<file path="src/rtl/nibble_entry_pkg.sv">
// -----------------------------------------------------------------------------
// nibble_entry_pkg
// Shared types and constants for the nibble-entry controller.
//   NIBBLE_W      : width of one entered nibble (4 bits)
//   entryState_t  : controller state encoding (INIT, COLLECT, WRITE, ADVANCE)
// -----------------------------------------------------------------------------
package nibble_entry_pkg;

   localparam int NIBBLE_W = 4;

   typedef enum logic [1:0] {
      ST_INIT     = 2'd0,
      ST_COLLECT  = 2'd1,
      ST_WRITE    = 2'd2,
      ST_ADVANCE  = 2'd3
   } entryState_t;

endpackage

</file>
<file path="src/rtl/nibble_entry_edge_sync.sv">
// -----------------------------------------------------------------------------
// nibble_entry_edge_sync
// Brings an asynchronous push-button / strobe into the clk domain through a
// two-flop synchroniser and emits a registered one-cycle pulse on each rise.
// The pulse is high after the third rising clk edge following the input rise.
// Ports:
//   clk    : clock, rising edge
//   reset  : synchronous, active-high; clears every flop
//   sigIn  : asynchronous input
//   pulse  : one-cycle pulse per detected rising edge
// -----------------------------------------------------------------------------
module nibble_entry_edge_sync (
   input  logic clk,
   input  logic reset,
   input  logic sigIn,
   output logic pulse
);

   logic metaReg;
   logic syncReg;
   logic syncDlyReg;
   logic pulseReg;

   always_ff @(posedge clk) begin
      if (reset) begin
         metaReg    <= 1'b0;
         syncReg    <= 1'b0;
         syncDlyReg <= 1'b0;
         pulseReg   <= 1'b0;
      end else begin
         metaReg    <= sigIn;
         syncReg    <= metaReg;
         syncDlyReg <= syncReg;
         pulseReg   <= syncReg & ~syncDlyReg;
      end
   end

   assign pulse = pulseReg;

endmodule

</file>
<file path="src/rtl/nibble_entry_ctrl.sv">
// -----------------------------------------------------------------------------
// nibble_entry_ctrl
// Assembles DATA_W-bit words from 4-bit nibbles typed in on a strobe, most
// significant nibble first, and writes each completed word to address wadd.
// Two buttons move the write address up/down with wrap modulo DEPTH.
// Build option: define NIBBLE_ENTRY_AUTO_INCR_EN to step wadd by +1 after
// every write; otherwise the address only moves on button presses.
// Ports:
//   clk        : clock, rising edge
//   reset      : synchronous, active-high
//   addr_incr  : async button, each rise requests address +1
//   addr_decr  : async button, each rise requests address -1
//   e          : async strobe, each rise captures data
//   data       : nibble value captured on an e event
//   wadd       : current write address
//   din        : assembled write word
//   w          : write-enable, high for one cycle per completed word
//   nibble_idx : nibbles already entered for the current word
//   pending    : a button request is waiting for the write to finish
// -----------------------------------------------------------------------------
module nibble_entry_ctrl
   import nibble_entry_pkg::*;
#(
   parameter int DATA_W = 8,
   parameter int DEPTH  = 32,
   parameter int ADDR_W = $clog2(DEPTH)
) (
   input  logic                clk,
   input  logic                reset,
   input  logic                addr_incr,
   input  logic                addr_decr,
   input  logic                e,
   input  logic [3:0]          data,
   output logic [ADDR_W-1:0]   wadd,
   output logic [DATA_W-1:0]   din,
   output logic                w,
   output logic [((DATA_W/NIBBLE_W > 1) ? $clog2(DATA_W/NIBBLE_W) : 1)-1:0] nibble_idx,
   output logic                pending
);

   localparam int NIBBLES = DATA_W / NIBBLE_W;
   localparam int IDX_W   = (NIBBLES > 1) ? $clog2(NIBBLES) : 1;
   localparam logic [IDX_W-1:0]  LAST_IDX = IDX_W'(NIBBLES - 1);
   localparam logic [ADDR_W-1:0] ADDR_MAX = ADDR_W'(DEPTH - 1);

   entryState_t       stateReg, stateNext;
   logic [ADDR_W-1:0] waddReg, waddNext;
   logic [DATA_W-1:0] dinReg, dinNext;
   logic [DATA_W-1:0] dinLoaded;
   logic [IDX_W-1:0]  idxReg, idxNext;
   logic              pendingReg, pendingNext;
   logic              pendDirReg, pendDirNext;   // 1 = increment queued

   logic incEv;
   logic decEv;
   logic eEv;
   logic btnEv;
   genvar gi;

   // Address step with wrap; works for any DEPTH, not only powers of two.
   function automatic logic [ADDR_W-1:0] stepAddr(input logic [ADDR_W-1:0] a,
                                                   input logic up);
      if (up)
         return (a == ADDR_MAX) ? '0 : a + ADDR_W'(1);
      else
         return (a == '0) ? ADDR_MAX : a - ADDR_W'(1);
   endfunction

   nibble_entry_edge_sync uIncSync (.clk(clk), .reset(reset), .sigIn(addr_incr), .pulse(incEv));
   nibble_entry_edge_sync uDecSync (.clk(clk), .reset(reset), .sigIn(addr_decr), .pulse(decEv));
   nibble_entry_edge_sync uESync   (.clk(clk), .reset(reset), .sigIn(e),         .pulse(eEv));

   // Coincident up/down presses cancel each other entirely.
   assign btnEv = incEv ^ decEv;

   // Lane 0 is the most significant nibble; only the lane selected by the
   // current nibble index takes the new value.
   generate
      for (gi = 0; gi < NIBBLES; gi++) begin : gLane
         assign dinLoaded[DATA_W-NIBBLE_W*(gi+1) +: NIBBLE_W] =
            (idxReg == IDX_W'(gi)) ? data : dinReg[DATA_W-NIBBLE_W*(gi+1) +: NIBBLE_W];
      end
   endgenerate

   // State and datapath registers.
   always_ff @(posedge clk) begin
      if (reset) begin
         stateReg   <= ST_INIT;
         waddReg    <= '0;
         dinReg     <= '0;
         idxReg     <= '0;
         pendingReg <= 1'b0;
         pendDirReg <= 1'b0;
      end else begin
         stateReg   <= stateNext;
         waddReg    <= waddNext;
         dinReg     <= dinNext;
         idxReg     <= idxNext;
         pendingReg <= pendingNext;
         pendDirReg <= pendDirNext;
      end
   end

   // Next-state and datapath update.
   always_comb begin
      stateNext   = stateReg;
      waddNext    = waddReg;
      dinNext     = dinReg;
      idxNext     = idxReg;
      pendingNext = pendingReg;
      pendDirNext = pendDirReg;
      case (stateReg)
         ST_INIT: begin
            waddNext    = '0;
            dinNext     = '0;
            idxNext     = '0;
            pendingNext = 1'b0;
            stateNext   = ST_COLLECT;
         end
         ST_COLLECT: begin
            // A fresh button beats a queued one (latest wins); any button
            // restarts the word and swallows a coincident e event.
            if (btnEv) begin
               waddNext    = stepAddr(waddReg, incEv);
               idxNext     = '0;
               pendingNext = 1'b0;
            end else if (pendingReg) begin
               waddNext    = stepAddr(waddReg, pendDirReg);
               idxNext     = '0;
               pendingNext = 1'b0;
            end else if (eEv) begin
               dinNext = dinLoaded;
               if (idxReg == LAST_IDX) begin
                  idxNext   = '0;
                  stateNext = ST_WRITE;
               end else begin
                  idxNext = idxReg + IDX_W'(1);
               end
            end
         end
         ST_WRITE: begin
            if (btnEv) begin
               pendingNext = 1'b1;
               pendDirNext = incEv;
            end
            stateNext = ST_ADVANCE;
         end
         ST_ADVANCE: begin
            if (btnEv) begin
               pendingNext = 1'b1;
               pendDirNext = incEv;
            end
`ifdef NIBBLE_ENTRY_AUTO_INCR_EN
            waddNext = stepAddr(waddReg, 1'b1);
`else
            waddNext = waddReg;
`endif
            stateNext = ST_COLLECT;
         end
         default: stateNext = ST_INIT;
      endcase
   end

   // Outputs.
   always_comb begin
      w = 1'b0;
      if (stateReg == ST_WRITE)
         w = 1'b1;
   end

   assign wadd       = waddReg;
   assign din        = dinReg;
   assign nibble_idx = idxReg;
   assign pending    = pendingReg;

endmodule

</file>
<file path="config.mk">
export PLATFORM = sky130hd
export DESIGN_NAME = nibble_entry_ctrl
export DESIGN_NICKNAME = d
export VERILOG_FILES = /design/src/rtl/nibble_entry_pkg.sv /design/src/rtl/nibble_entry_edge_sync.sv /design/src/rtl/nibble_entry_ctrl.sv
export SDC_FILE = /design/constraint.sdc
export NUM_CORES = 1
export LEC_CHECK = 0
export BUFFER_PORTS_ARGS = -buffer_cell sky130_fd_sc_hd__clkbuf_2
export CORE_ASPECT_RATIO = 0.75
export CORE_MARGIN = 3
export CORE_UTILIZATION = 57
export CTS_BUF_LIST = sky130_fd_sc_hd__clkbuf_8
export CTS_CLUSTER_DIAMETER = 150
export CTS_CLUSTER_SIZE = 40
export DETAILED_ROUTE_END_ITERATION = 8
export PLACE_DENSITY = 0.81
export SETUP_SLACK_MARGIN = 0.4
export SYNTH_ARGS = -nofsm -noshare
export SYNTH_HDL_FRONTEND = slang
export SYNTH_HIERARCHICAL = 1
export SYNTH_SLANG_ARGS = --single-unit
</file>
<file path="constraint.sdc">
create_clock -name clk -period 2.25 [get_ports clk]
set_input_delay 0.1125 -clock clk [delete_from_list [all_inputs] [get_ports clk]]
set_output_delay 0.1125 -clock clk [all_outputs]
set_load 0.01 [all_outputs]
</file>
Word-level counts from Yosys, hierarchy flattened
Index checks and enable logic that the tools add are counted.
- add/subtract/negate cells: 3
- eq/ne operators: 12
- multiplexer cells: 26
- bitwise logic cells: 7
- reduce and logical (&&, ||, !) cells: 12
- operators by type and width (operator ; number):
    2-to-1 mux 5 bit ; 6
    2-to-1 mux 8 bit ; 3
    case mux 8 bit (2 select lines) ; 1
    case mux 5 bit (2 select lines) ; 1
    AND reduction 5 bit ; 2
    2-to-1 mux 2 bit ; 4
    2-to-1 mux 4 bit ; 2
    != test 2 bit, second input constant ; 4
    2-to-1 mux 1 bit ; 6
    case mux 2 bit (3 select lines) ; 1
    AND reduction 2 bit ; 3
    OR reduction 2 bit ; 3
    adder 5 x 1 -> 5 bit, second input constant ; 1
    equality test 5 bit, second input constant ; 1
    logical NOT 5 bit ; 1
    subtractor 5 x 1 -> 5 bit, second input constant ; 1
    equality test 2 bit, second input constant ; 2
    != test 2 x 1 -> 1 bit, second input constant ; 2
    != test 4 x 3 -> 1 bit, second input constant ; 1
    case mux 1 bit (2 select lines) ; 2
    AND reduction 4 bit ; 1
    bitwise AND 1 bit ; 3
    != test 3 bit, second input constant ; 1
    NOT 1 bit ; 3
    other kinds (5) ; 5
- register bits after elaboration: 30
- input bits: 9
- logic and storage cells: 79

Logic depth before layout (Yosys ltp)
- depth after elaboration: 6
- depth in mapped cells: 8
- gate-level depth less buffers: 8

Cells and area by module
Netlist, hierarchy kept.
- by module, submodules not included (module ; times used ; cells an instance ; area each (um^2) ; seq. area each (um^2)):
    nibble_entry_ctrl ; 1 ; 136 ; 1102.3 ; 360.3
    nibble_entry_edge_sync ; 3 ; 8 ; 111.4 ; 80.1

Least setup slack after synthesis
Ideal clock, no wire load.
- path kind: register -> register
- start: reg waddReg[0] (netlist: wadd[0])
- end: reg waddReg[2] (netlist: wadd[2])
- data arrival time: 1760 ps
- setup slack: 415 ps
- stages on the path, launching flop included: 9
- buffers on the path: 0
- clock period less this slack: 1835 ps
- cell sequence: dfxtp_1 ha_1 and3_1 ha_1 inv_1 a21oi_1 o22a_1 or3b_1 a31oi_1
- longest elaborated chain between the ends: 6
- elaborated cells between the ends (all ways): 11
- those cells by class: add/sub (2); eq/ne (1); mux (7); reduce/logical (1)
- RTL lines (element ; line ; source):
    start, declared ; nibble_entry_ctrl.sv:47 ; logic [ADDR_W-1:0] waddReg, waddNext;
    start signal, assigned ; nibble_entry_ctrl.sv:96 ; waddReg <= waddNext;
    subtractor 5 x 1 -> 5 bit (tied with other cells) ; nibble_entry_ctrl.sv:66 ; return (a == '0) ? ADDR_MAX : a - ADDR_W'(1);
    2-to-1 mux 5 bit, on equally long branches ; nibble_entry_ctrl.sv:66, nibble_entry_ctrl.sv:64 ;
    2-to-1 mux 5 bit ; nibble_entry_ctrl.sv:63 ; if (up)
    2-to-1 mux 5 bit ; nibble_entry_ctrl.sv:127 ; end else if (pendingReg) begin
    2-to-1 mux 5 bit (*) ; nibble_entry_ctrl.sv:123 ; if (btnEv) begin
    case mux 5 bit (2 select lines) (*) ; nibble_entry_ctrl.sv:112 ; case (stateReg)
Mark *: on every way between the ends. The rest lies on a longest branch, timed or not. The select of a mux whose other input is x is not followed.
A chain may end at the register's enable or synchronous reset.

Worst setup path after layout
- start: reg stateReg[1]
- end: reg dinReg[0] (netlist: din[0])
- longest elaborated chain between the ends: 3
- elaborated cells between the ends (all ways): 9
- those cells by class: eq/ne (5); mux (1); reduce/logical (3)
- RTL lines (element ; line ; source):
    start, declared ; nibble_entry_ctrl.sv:46 ; entryState_t stateReg, stateNext;
    start signal, assigned ; nibble_entry_ctrl.sv:95 ; stateReg <= stateNext;
    equality test 2 x 1 -> 1 bit / logical NOT 2 bit (equally long branches) ; nibble_entry_ctrl.sv:112 ;
    != test 2 x 1 -> 1 bit (no line) (tied with other cells) ; n/a ;
    AND reduction 5 bit (no line) ; n/a ;
    end signal, assigned ; nibble_entry_ctrl.sv:97 ; dinReg <= dinNext;
    end, declared ; nibble_entry_ctrl.sv:48 ; logic [DATA_W-1:0] dinReg, dinNext;
Several ways; a longest one is shown, not always the timed one.

==> results.md <==
Worst setup path:
- The startpoint identified for the worst register-to-register timing path is stateReg[1].
- The startpoint class of the critical path is a flip-flop.
- The worst setup path is of the flip-flop to flip-flop kind.
- The depth of the worst register-to-register path is 6.
- Of all nets on the critical path, the largest fanout is 8.
- The worst endpoint required time is roughly 2400 ps.
- The endpoint of the worst-slack reg-to-reg timing path is din[0].
- For the worst setup path, the data arrival time is about 2100 ps.
- The setup check on the worst reg-to-reg path leaves a slack of roughly 350 ps.
- The kind of end point of the critical path is a flip-flop.

CTS:
- The clock passes through at most 2 buffers.
- The clock drives 30 sinks.
- The TritonCTS buffer count is 5.
- The clock tree root buffer cell is clkbuf_8.
- The clock network latency to the later pin of the worst-skew pair is 280 ps.
- The TritonCTS clock tree is yes.
- The clock-pin slew on the worst setup and hold paths is approximately 60 ps.
- The number of H-tree levels is 2.

Die:
- The initial utilization of the core area, before any placement, comes to between 60% and 70%.
- The floorplan core area is ~2300 um2.
- The number of top-level pins is 25.
- The total die area is approximately 3200 um2.
- Row generation in the floorplan step produced 15 rows.
- In this run the vertical extent of the chip is slightly below 50 um.
- The floorplan die width is ~64 um.

Pwr:
- In this run, the combinational gates consume roughly a third of the power.
- The design internal power is 0.001012 W.
- IR analysis of the VDD net gives a maximum drop of between 0.7 and 0.8 mV.
- The switching power as a share of total power is approximately 34%.
- Summed over all cells, the static leakage comes to ~0.73 nW.
- In this run, flip-flops and latches consume between 30% and 40% of the power.
- The clock network burns between 20 and 30% of the power.
- The reported net switching power is about 0.00053 W.
- The total power per unit cell area is between 800 and 900 nW/um2.

STA:
- The actual transition at the worst max-transition pin is roughly 410 ps.
- The final-report setup violation count is 0.
- The final max-slew violation count came to 0.
- The highest clock frequency the design can meet is ~530 MHz.
- Measured against its own limit, the worst slew margin works out to between 70% and 80%.
- Setup repair after global routing could not meet its margin everywhere.
- After routing, the total negative slack on setup checks comes to 0 ps.
- The hold violation count in the final report is 0.
- For the final database, setup skew stands at ~6.7 ps.
- In the finished design, the share of the clock period the worst path needs comes to a little over four fifths.
- The clock period minus worst slack is 1904 ps.
- Across all setup checks in the final design, the least slack found is 345.5 ps.

Synth:
- Yosys printed 6 warnings.
- The synthesized netlist cell count is 160.
- In the post-synthesis netlist, the biggest area contributors are dfxtp_1 42%, ha_1 7.0%, a21oi_1 5.2%.
- In this run, synthesis produced a sequential element count of 30.
- dfxtp_1 takes more of the synthesized area than any other cell.
- In this run, distinct cell masters in the synthesized netlist total between 40 and 50.
- After synthesis the cells add up to 1436 um2.
- After synthesis, flip-flops and latches occupy a little over two fifths of the total area.
- The synthesized area divided by synthesized cell count is 8.977 um2.
- The post-synthesis net count is roughly 180.
- After synthesis, the largest area contributor takes up between 40% and 50% of total cell area.

Worst hold path:
- In this run the most critical hold path is launched from addr_incr.
- The path class of the tightest hold or removal check is primary input to flip-flop.
- The path with the worst hold slack has its endpoint at uIncSync/metaReg.
- The worst hold path was traced through 2 stages.

Placement:
- The placed wire-length estimate is 2.203 mm.
- The final weighted congestion in routability-driven placement is about 0.80.
- The setup slack after placement is ~240 ps.
- The total of buffers placed on input and output ports is 24.

Detailed routing:
- Summed over all layers, the routed wires come to 3.197 mm.
- The first detailed-routing pass took 4 iterations.
- Once detail routing completed, the nets flagged for antenna violations numbered 0.
- The number of violations reported at the end of detailed-routing iteration 0 is 94.
- The per-cell via count in the routed design is approximately 5.4.
- In the routed design, unresolved DRC markers number 0.
- The routed layout has between 1,000 and 1,500 vias.
- In the final routed layout, each cell accounts on average for ~14 um.

Final layout:
- At the end of the flow, the number of nets in the layout was 210.
- The repair_antennas step left the layout with diodes totalling 0.
- Of the cells placed in the final design, the portion with a size suffix greater than 1 is 32.99%.
- The growth of design area from synthesis to finish is 24.91%.
- The fill cell total of the finished layout is 172.

Global route:
- The met1 layer usage reported by global route is 26.77%.
- For met2 alone, demand over resource in global routing was between 30% and 40%.
- The busiest layer in global routing is met2.
- The initial antenna violation count is 0.
- In the global route stage, met3 resource usage came out at 5.695%.
- The number of global-route vias before repair was between 1,000 and 1,500.
- The total track usage is about a fifth.
- The first-pass GRT wire length is around 5 mm.
- The maximum number of pins on one net before global-route repair is 19.
- The global route total overflow is 0.

Outcome:
- The flow ran to the end, and the final reports show no timing, DRC or antenna violations.

Job:
- The max-cap violation count is 0.
metal layers:
layer	up-vias	wire length (um)
met5	-	0
met3	6	171
met1	558	1465
li1	626	-
met2	32	1509
met4	0	50
state kept, by name, indices dropped and copies added (netlist names):
name and flops:
din 8, nibble_idx 1, pendDirReg 1, pending 1, stateReg 2, uDecSync/metaReg 1, uDecSync/pulse 1, uDecSync/syncDlyReg 1
uDecSync/syncReg 1, uESync/metaReg 1, uESync/pulse 1, uESync/syncDlyReg 1, uESync/syncReg 1, uIncSync/metaReg 1, uIncSync/pulse 1, uIncSync/syncDlyReg 1
uIncSync/syncReg 1, wadd 5
Yosys cell counts:
cell type	instances
a211oi_1	2
o21ai_0	4
clkbuf_2	1
nor3b_1	2
nand4b_1	2
o41ai_1	1
dfxtp_1	30
o21bai_4	1
nor2b_2	1
a221o_2	1
o2bb2ai_1	1
a31o_2	1
mux2i_1	2
nor4_1	1
nand3b_1	1
o21a_1	1
ha_1	8
nor2_1	10
xor2_1	1
or3b_1	1
clkbuf_1	1
and3_1	3
inv_1	12
nor3_1	2
nand2_1	11
o21bai_1	1
o22ai_1	1
nor3b_2	3
xnor2_1	1
a21oi_1	15
or3_1	1
nand3_1	10
buf_4	1
a22oi_1	1
nor2b_4	1
or2_2	4
nand4_1	2
nor2b_1	12
or3b_2	1
a31oi_1	2
mux2_2	1
o22a_1	1
a2bb2oi_1	1
cell usage in the layout (no fill, tap or decap), types with 4 or more instances in the layout:
master	netlist	layout
nand3_1	10	10
clkbuf_8	0	6
inv_1	12	12
nor3b_2	3	4
buf_4	1	5
nand2_1	11	11
dfxtp_1	30	28
nor2_1	10	10
clkbuf_2	1	24
nor2b_1	12	11
ha_1	8	5
or2_2	4	4
a21oi_1	15	14
o21ai_0	4	4
worst max-delay path by stage:
stage | start | slack (ps) | end | cells after the start
after floorplan | wadd[0] | 420 | wadd[2] | 8
after global placement | wadd[0] | 330 | wadd[2] | 8
after detailed placement | wadd[0] | 240 | wadd[3] | 8
after CTS | wadd[0] | 380 | wadd[3] | 8
after global routing | stateReg[1] | 240 | din[0] | 6
final | stateReg[1] | 350 | din[0] | 6
power by group through the flow:
stage	clock network (W)	registers (W)	logic, W
2_1_floorplan	0	0.000622	0.000309
3_3_place_gp	0	0.000620	0.000404
3_5_place_dp	0	0.000627	0.000421
4_1_cts	0.000449	0.000611	0.000446
5_1_grt	0.000479	0.000617	0.000545
6_report	0.000436	0.000613	0.000495
stage by stage:
stage | utilization [%] | instances | total power [W] | cell area [um2] | hold slack, ps
CTS | 73.23 | 226 | 0.001507 | 1718 | 41.02
global route | 76.48 | 228 | 0.001641 | 1794 | 62.07
floorplan | - | 160 | 0.0009312 | 1436 | 183.2
finish | 76.48 | 228 | 0.001544 | 1794 | 44.77
detailed placement | 67.79 | 216 | 0.001047 | 1590 | 330.7
global placement | 67.79 | 216 | 0.001024 | 1590 | 323.9
cells by family after synthesis:
logic type,synth area share [%]
adder cells (fa/ha/maj),6.969
AO/OA/AOI/OAI,15.68
buffers and inverters,4.268
multiplexers,2.178
XOR/XNOR,1.220
AND/OR/NAND/NOR,27.88
flip-flops,41.81
cell type report:
cell class,count,area [um2],share of cell area (%)
Clock inverter,2,12.51,0.6974
Sequential cell,30,608.1,33.89
Clock buffer,6,82.58,4.603
Multi-Input combinational cell,115,845.8,47.14
Inverter,12,45.04,2.510
Timing Repair Buffer,29,157.7,8.787
Tap cell,34,42.54,2.371
critical path, cell delays in order, from the launching register on:
cell and delay [ps]:
dfxtp_1 340, inv_1 110, ha_2 270, nor2b_2 250, nand4_1 280, or2_2 380, a21oi_1 190
timing repair:
item | 4_1_cts | 5_1_grt
cloned | 0 | 0
endpoints found under the setup margin | 8 | 13
hold buffers | 0 | 0
gates resized for setup | 7 | 12
setup buffers | 2 | 2
pin swaps | 4 | 5
Note: power is estimated with default switching activity, not from simulation.
